File: config.mk
export PLATFORM = sky130hd
export DESIGN_NAME = rf_wb_queue
export DESIGN_NICKNAME = d
export VERILOG_FILES = /design/src/rtl/rf_wb_pkg.sv /design/src/rtl/rf_wb_fifo.sv /design/src/rtl/rf_wb_queue.sv
export SDC_FILE = /design/constraint.sdc
export NUM_CORES = 1
export LEC_CHECK = 0
export CORE_UTILIZATION = 51
export CTS_CLUSTER_SIZE = 16
export DETAILED_ROUTE_END_ITERATION = 10
export PLACE_DENSITY_LB_ADDON = 0.08
export SETUP_SLACK_MARGIN = 0.15
export SLEW_MARGIN = 20
export SYNTH_ARGS = -nofsm -noshare
export SYNTH_HDL_FRONTEND = slang
export SYNTH_SLANG_ARGS = --single-unit
File: constraint.sdc
create_clock -name clk -period 2.19 [get_ports clk]
set_input_delay 0.3285 -clock clk [delete_from_list [all_inputs] [get_ports clk]]
set_output_delay 0.3285 -clock clk [all_outputs]
set_load 0.05 [all_outputs]
File: src/rtl/rf_wb_pkg.sv
// Shared widths and the queued-entry layout for the register-file write-back queue.
package rf_wb_pkg;

    localparam int REG_W    = 3;
    localparam int DATA_W   = 16;
    localparam int NUM_REGS = 8;

    typedef struct packed {
        logic [REG_W-1:0]  regsel;
        logic [DATA_W-1:0] data;
    } wb_entry_t;

    localparam int ENTRY_W = $bits(wb_entry_t);

endpackage

File: src/rtl/rf_wb_fifo.sv
// Circular FIFO storage for write-back entries: head/tail pointers wrapping modulo DEPTH
// plus an occupancy counter. Push is suppressed by the caller when full.
module rf_wb_fifo
    import rf_wb_pkg::*;
#(
    parameter int DEPTH = 4,
    parameter int PW    = $clog2(DEPTH),
    parameter int CW    = $clog2(DEPTH) + 1
) (
    input  logic      clk,
    input  logic      rst_n,
    input  logic      push,
    input  logic      pop,
    input  wb_entry_t push_entry,
    output wb_entry_t head_entry,
    output logic [CW-1:0] count
);

    wb_entry_t       mem_q [DEPTH];
    wb_entry_t       mem_d [DEPTH];
    logic [PW-1:0]   head_q, head_d;
    logic [PW-1:0]   tail_q, tail_d;
    logic [CW-1:0]   count_q, count_d;

    always_comb begin
        mem_d   = mem_q;
        head_d  = head_q;
        tail_d  = tail_q;
        count_d = count_q;
        if (push) begin
            mem_d[tail_q] = push_entry;
            tail_d        = tail_q + 1'b1;
        end
        if (pop) begin
            head_d = head_q + 1'b1;
        end
        // Simultaneous push and pop leaves occupancy unchanged.
        if (push && !pop) begin
            count_d = count_q + 1'b1;
        end else if (pop && !push) begin
            count_d = count_q - 1'b1;
        end
    end

    always_ff @(posedge clk or negedge rst_n) begin
        if (!rst_n) begin
            mem_q   <= '{default: '0};
            head_q  <= '0;
            tail_q  <= '0;
            count_q <= '0;
        end else begin
            mem_q   <= mem_d;
            head_q  <= head_d;
            tail_q  <= tail_d;
            count_q <= count_d;
        end
    end

    assign head_entry = mem_q[head_q];
    assign count      = count_q;

endmodule

File: src/rtl/rf_wb_queue.sv
// Write-back queue owning the register-file write port, with a per-register pending mask.
// Optional same-cycle passthrough on an empty queue is enabled by RF_WB_PASSTHRU_EN.
module rf_wb_queue
    import rf_wb_pkg::*;
#(
    parameter int DEPTH = 4
) (
    input  logic                      clk,
    input  logic                      rst,
    input  logic                      in_valid,
    output logic                      in_ready,
    input  logic [REG_W-1:0]          in_reg,
    input  logic [DATA_W-1:0]         in_data,
    input  logic                      wr_hold,
    output logic                      write,
    output logic [REG_W-1:0]          writeregsel,
    output logic [DATA_W-1:0]         writedata,
    output logic [NUM_REGS-1:0]       pending,
    output logic [$clog2(DEPTH):0]    count
);

    localparam int CW = $clog2(DEPTH) + 1;

    wb_entry_t     head_entry;
    wb_entry_t     push_entry;
    logic [CW-1:0] fifo_count;
    logic          drain;
    logic          passthru;
    logic          push;
    logic [CW-1:0] cnt_q [NUM_REGS];
    logic [CW-1:0] cnt_d [NUM_REGS];

    assign push_entry = '{regsel: in_reg, data: in_data};
    assign in_ready   = (fifo_count != CW'(DEPTH));
    assign drain      = (fifo_count != '0) && !wr_hold;

`ifdef RF_WB_PASSTHRU_EN
    // An empty, unheld queue forwards the request straight to the rf port.
    assign passthru = (fifo_count == '0) && !wr_hold && in_valid;
`else
    assign passthru = 1'b0;
`endif

    assign push = in_valid && in_ready && !passthru;

    always_comb begin
        write       = drain || passthru;
        writeregsel = head_entry.regsel;
        writedata   = head_entry.data;
        if (passthru) begin
            writeregsel = in_reg;
            writedata   = in_data;
        end
    end

    rf_wb_fifo #(
        .DEPTH(DEPTH)
    ) u_fifo (
        .clk        (clk),
        .rst_n      (rst),
        .push       (push),
        .pop        (drain),
        .push_entry (push_entry),
        .head_entry (head_entry),
        .count      (fifo_count)
    );

    always_comb begin
        for (int r = 0; r < NUM_REGS; r++) begin
            cnt_d[r] = cnt_q[r];
            if ((push && in_reg == REG_W'(r)) && !(drain && head_entry.regsel == REG_W'(r))) begin
                cnt_d[r] = cnt_q[r] + 1'b1;
            end else if ((drain && head_entry.regsel == REG_W'(r)) && !(push && in_reg == REG_W'(r))) begin
                cnt_d[r] = cnt_q[r] - 1'b1;
            end
        end
    end

    always_ff @(posedge clk or negedge rst) begin
        if (!rst) begin
            cnt_q <= '{default: '0};
        end else begin
            cnt_q <= cnt_d;
        end
    end

    always_comb begin
        for (int r = 0; r < NUM_REGS; r++) begin
            pending[r] = (cnt_q[r] != '0);
        end
    end

    assign count = fifo_count;

endmodule

==> results.md, run 1 <==
- The number of pins exceeding their max-slew limit in the final report is 0.
- Traced cell by cell, the critical path runs through mux4_2, nor3_4, nand2_2, ha_4, inv_2, fa_2, mux2_2.
- The signed area change from the synthesized netlist to the final layout is 31.6%.
- For the pin with the worst max-slew slack, the measured transition is around 560 ps.
- Wires add up to just over 10000 um.
- The count of port buffers added during placement is 54.
- The placeable core area is approximately 0.01 mm^2.
- The synthesized area per cell is approximately 16 um^2.
- Row generation in the floorplan step produced 36 rows.
- The count of mapped cells out of synthesis is roughly 340.
- In the routed design, unresolved DRC markers number 0.
- The number of max-cap violations is 0.
- The worst-skew pair later-pin latency is ~380 ps.
- The post-synthesis instance area is between 0.005 and 0.006 mm^2.
- The headroom to the max-slew limit is 0.625.
- The maximum number of pins on one net before global-route repair is approximately 110.
- The data arrival time of the worst path is 2700 ps.
- After detailed routing, the average wire length per cell comes to about 17 um.
- The H-tree generated during clock tree synthesis spans 3 levels.
- The buffer and inverter count on the worst path is 1.
- After detailed routing, the number of vias per cell comes to ~5.1.
- The master of the slowest instance on the critical path is mux4_2.
- The flow ran to the end, but the final reports show violations.
- The fmax is approximately 400 MHz.
- The effective utilization at floorplan is 0.534.
- Clock tree synthesis inserted a total of 9 buffers.
- Global routing finished with a remaining overflow of 0.
- The synthesized netlist contains 28 unique library cells.
- The type of the tightest min-delay check is input pin to asynchronous set/reset pin.
- The width of the die is ~100 um.
- The number of endpoints with negative hold slack in the final report was 0.
- The overall global routing resource usage is 0.200.
- The clock tree root buffer cell is clkbuf_8.
- The instance count on the critical path is 7.
- Clock-pin slew was measured on the worst setup and hold paths at 100 ps.
- Of the cells placed in the final design, the portion with a size suffix greater than 1 is 0.563.
- The number of failing setup endpoints in the final timing report is 34.
- The first detailed-routing pass ran for 4 iterations.
- In the post-route analysis, the smallest setup slack over all paths is -248 ps.
- Clock tree synthesis found a total of approximately 110 sinks.
- The required time of the critical path is about 2500 ps.
- The global placement routability congestion is 0.708.
- The iteration-0 DRC count of the detailed router is approximately 130.
- TritonCTS built the clock tree.
- Measured in cells, the most critical reg-to-reg path has a length of 7.
- Timing analysis after detailed placement gives a worst setup slack of -394 ps.
- STA classifies the critical path startpoint as a register.
- The post-synth net total is between 300 and 400.
- In the finished design, the share of the clock period the worst path needs comes to 1.11.
- The initial antenna violation count is 0.
- STA classifies the critical path endpoint as a register.
- The via count is between 3k and 4k.
- In this run the worst path has a maximum fanout of 4.
- Once detailed placement completed, the half-perimeter wirelength came to roughly 6600 um.
- The critical path starts at u_fifo.head_q[0].
- Leaving out fill and tap cells, the most frequent cells in the layout are 104 x dfrtp_1, 49 x buf_4, 45 x mux2_2.
- After synthesis the netlist holds a flip-flop and latch count of around 110.
- The detail route stage leaves a number of antenna-violating nets equal to 0.
- The number of buffers on the longest clock path is 2.
- The vertical extent of the die is 104 um.
- The number of antenna diodes is 0.
- The checks that failed: negative setup slack.
- Setup repair after global routing could not meet its margin everywhere.
- The kind of cell adding the most delay to the critical path is multiplexers.
- The most common cell after layout, fill and taps aside is dfrtp_1.
- The die outline area is 0.0108 mm^2.
- The final critical path time including I/O delays and setup is roughly 2400 ps.
- The first global-routing pass estimated 16800 um of wire.
- On the worst path, the slowest cell contributes a delay of 580 ps.
- Across the routed clock network, the largest skew measured is 10.7 ps.
- The hold buffer count at CTS is 0.
- For this run, the post-layout net count is just over 500.
- The Yosys step of the flow raised 0 warnings.
- The number of global-route vias before repair is 3311.
- The fraction of the yosys area taken by sequential cells is 0.503.
- The number of I/O pins is 55.
- The critical setup path kind is register to register.
- In this run the critical register-to-register path is launched from u_fifo.head_q[0].
[synthesized netlist by cell type (all sizes together)]
master  number  area share
mux2        86        0.21
inv         13      0.0092
and2         1      0.0012
xnor2       10       0.016
nand3        5       0.014
nor3b        2      0.0028
mux4        19       0.080
or3          8      0.0094
nor2b        2      0.0024
nand2       10      0.0075
nor3         6      0.0056
buf         12       0.024
fa           9       0.034
ha          13       0.031
dfrtp      107        0.50
clkbuf       1     0.00070
nor4         1      0.0012
nor2        14      0.0099
or3b         1      0.0016
xor2        20       0.033
nand2b       2      0.0024
[per-stage QoR]
stage | instances | utilization | TNS, ps | hold slack [ps] | area [um^2]
final | 597 | 0.703 | -4720 | 1.24 | 7000
after global routing | 597 | 0.703 | -7800 | 21.8 | 7000
after CTS | 586 | 0.685 | -4790 | 26.7 | 6820
after detailed placement | 561 | 0.639 | -4650 | 451 | 6360
after global placement | 561 | 0.639 | -4190 | 449 | 6360
after floorplan | 342 | - | -4940 | 32.9 | 5500
[sequential cells by signal, indices dropped and copies added, names as in the netlist]
signal / count
u_fifo.mem_q: 76
cnt_q: 24
u_fifo.count: 3
u_fifo.head_q: 2
u_fifo.tail_q: 2
[repair_timing]
action,4_1_cts,5_1_grt
gates cloned,1,0
hold endpoints to repair,0,0
setup buffers,8,11
endpoints found under the setup margin,52,62
pin swaps,19,18
gates resized for setup,51,23
[logic make-up after synthesis]
group | after synthesis | share of synthesized area
XOR/XNOR | 30 | 0.0494
adder cells (fa/ha/maj) | 22 | 0.0644
multiplexers | 105 | 0.291
buffers and inverters | 26 | 0.0341
flip-flops | 107 | 0.503
AND/OR/NAND/NOR | 52 | 0.0581
[final cells by class]
cell class	count	area, um^2
clock buffer	10	138
clock inverter	6	96.3
fill	688	2950
inverter	13	51.3
multi-input combinational	209	2690
sequential	107	2680
tap	133	166
timing repair buffer	119	1180
[routing by layer]
metal / part of all wire / up-vias / global-route usage
met2: 0.49 / 50 / 0.320
met1: 0.47 / 1535 / 0.270
met4: 0.014 / 0 / 0.0673
met3: 0.033 / 11 / 0.0451
met5: 0 / - / 0
li1: - / 1429 / -
[final timing paths]
path / to / slack [ps]
worst min-delay path: u_fifo.mem_q[27] / 1
worst min register to register: cnt_q[2] / 470
worst max-delay path: cnt_q[16] / -250
worst max register to register: cnt_q[16] / -250
max in group asynchronous: u_fifo.count[0] / 1750
min in group clk: cnt_q[2] / 470
Power of run 1 is left out: the tool's default activity adds up to more than one toggle a clock period on the data nets, which glitch-free logic cannot reach.
==> inputs of run 2 (changes only) <==
--- a/config.mk
+++ b/config.mk
@@ -14,3 +14,4 @@
 export SYNTH_ARGS = -nofsm -noshare
 export SYNTH_HDL_FRONTEND = slang
 export SYNTH_SLANG_ARGS = --single-unit
+export TNS_END_PERCENT = 5
==> results.md, run 2 (same netlist as run 1, synthesis figures left out) <==
- The data arrival time of the worst path is 2740 ps (was 2700 ps).
- The fraction of final layout cells sized beyond drive strength 1 came to 0.525 (was 0.563).
- The multi-input logic area was 0.00260 mm^2 (was 0.00269 mm^2).
- The maximum fanout encountered on the critical timing path is 5 (was 4).
- The width of the die is 104 um (unchanged).
- The most common cell after layout, fill and taps aside is dfrtp_1 (unchanged).
- The required time of the critical path was 2460 ps (was 2450 ps).
- The headroom to the max-slew limit is 0.664 (was 0.625).
- The type of element launching the critical path is a register (unchanged).
- The worst-skew pair later-pin latency is 370 ps (was 380 ps).
- The number of buffers on the longest clock path is 2 (unchanged).
- The setup TNS is -3870 ps (was -4720 ps).
- The type of the tightest min-delay check is input pin to asynchronous set/reset pin (unchanged).
- The number of antenna diodes came to 0 (unchanged).
- The setup skew after layout is 7.53 ps (was 10.7 ps).
- The number of global-route vias before repair was 3407 (was 3311).
- The initial antenna violation count is 0 (unchanged).
- The number of endpoints with negative hold slack in the final report came to 0 (unchanged).
- The overall global routing resource usage is 0.207 (was 0.200).
- The signed area change from the synthesized netlist to the final layout was 26.2% (was 31.6%).
- The remaining design rule violation count is 0 (unchanged).
- The count of port buffers added during placement was 54 (unchanged).
- The fraction of the cycle the final worst path needs is 1.13 (was 1.11).
- The number of detailed-route iterations in the first pass was 4 (unchanged).
- The maximum number of pins on one net before global-route repair is 56 (was 108).
- The number of pins exceeding their max-slew limit in the final report is 0 (unchanged).
- The mean number of vias per cell is 5.19 (was 5.07).
- The final routed wire length divided by cell count came to 17.2 um (was 16.8 um).
- The iteration-0 DRC count of the detailed router came to 110 (was 126).
- The final critical path time including I/O delays and setup is 2480 ps (was 2440 ps).
- The total routed wirelength was 10100 um (about the same).
- The vertical extent of the die is 104 um (unchanged).
- The CTS buffer count is 9 (unchanged).
- The register with the most flip-flops is u_fifo.mem_q (unchanged).
- The capturing element type of the critical path was a register (unchanged).
- The number of nets in the final layout is 493 (was 504).
- The clock tree root buffer cell is clkbuf_8 (unchanged).
- The clock transition at the register clock pins on the worst setup and hold paths after CTS is 100 ps (about the same).
- The number of flip-flops under the largest register name is 76 (unchanged).
- The clock tree from TritonCTS is built (unchanged).
- The total number of placement rows was 36 (unchanged).
- The number of clock sinks is 107 (unchanged).
- The area used by sequential logic in the layout is 0.00268 mm^2 (about the same).
- The via count is 3039 (was 3025).
- Failing checks: negative setup slack (unchanged).
- The worst path setup slack after routing is -285 ps (was -248 ps).
- The global placement routability congestion is 0.745 (was 0.708).
- RSZ-0062 raised after global routing: yes (unchanged).
- The fmax is 404 MHz (was 410 MHz).
- The final-layout fill cell count is 698 (was 688).
- The number of I/O pins was 55 (unchanged).
- The post-detailed-placement half-perimeter wirelength was 6550 um (was 6640 um).
- The worst setup slack after placement came to -388 ps (was -394 ps).
- The antenna violation net count after detailed routing is 0 (unchanged).
- The number of max-cap violations came to 0 (unchanged).
- Status: finished, violations left (unchanged).
- The critical setup path kind is register to register (unchanged).
- The H-tree depth is 3 (unchanged).
- Most frequent cells in the layout: 106 x dfrtp_1, 60 x buf_4, 45 x mux2_2 (was 104 x dfrtp_1, 49 x buf_4, 45 x mux2_2).
- The global-route wire length before repair came to 17300 um (was 16800 um).
- The effective utilization at floorplan came to 0.534 (unchanged).
- The placeable core area was 0.00995 mm^2 (unchanged).
- The die outline area is 0.0108 mm^2 (unchanged).
- The worst-margin pin slew was 504 ps (was 562 ps).
- The remaining global-route overflow is 0 (unchanged).
- The number of failing setup endpoints in the final timing report was 28 (was 34).
-- run 2: changes by cell type in the layout (fill, tap and decap cells not counted), moves of 3 or more --
cell and delta:
buf_6 -20, nand2_2 -3, buf_4 +11, ha_4 -3
nand2_1 +3, buf_12 -4
-- run 2: layout make-up --
cell class                 instances  area share
tap                              133      0.0248
timing repair buffer             108       0.145
multi-input combinational        209       0.388
clock inverter                     7      0.0173
clock buffer                       9      0.0185
inverter                          13     0.00727
sequential                       107       0.399
-- run 2: path summary, 6_finish.rpt --
| kind | start | end | slack, ps | depth (start not counted) |
|---|---|---|---|---|
| worst min-delay path | rst | u_fifo.mem_q[15] | 430 | 2 |
| max in group asynchronous | rst | u_fifo.head_q[0] | 1090 | 3 |
| worst max-delay path | u_fifo.head_q[0] | cnt_q[7] | -290 | 9 |
| min in group clk | cnt_q[8] | cnt_q[8] | 460 | 1 |
| worst max register to register | u_fifo.head_q[0] | cnt_q[7] | -290 | 9 |
| worst min register to register | cnt_q[8] | cnt_q[8] | 460 | 1 |
-- run 2: metal layers --
metal  vias up  global-route usage  share of wire
li1       1399                   -              -
met1      1587               0.281           0.46
met2        45               0.334           0.50
met3         8              0.0445          0.030
met4         0              0.0622          0.012
met5         -                   0              0
-- run 2: repair_timing --
item                       CTS  global route
setup endpoints to repair   50            48
hold endpoints to repair    31             0
hold buffers                 1             0
gates cloned                 0             0
setup buffers                5             2
pin swaps                   20             9
resized for setup           48            13
-- run 2: through the flow --
stage | cells | area, um^2 | hold slack [ps] | util
final | 586 | 6710 | 432 | 0.674
after global routing | 586 | 6710 | 444 | 0.674
after CTS | 584 | 6660 | 432 | 0.669
after detailed placement | 562 | 6250 | 308 | 0.628
after global placement | 562 | 6250 | 299 | 0.628
after floorplan | 342 | 5360 | 32.9 | -
-- run 2: worst max-delay path, stage by stage (launching register included) --
cell and delay (ps):
dfrtp_2 430, buf_6 120, mux4_2 570, buf_6 160, nor2b_4 110, nand2_1 60
ha_2 190, inv_2 50, fa_2 420, mux2_2 260
Power of run 2 is left out for the same reason.
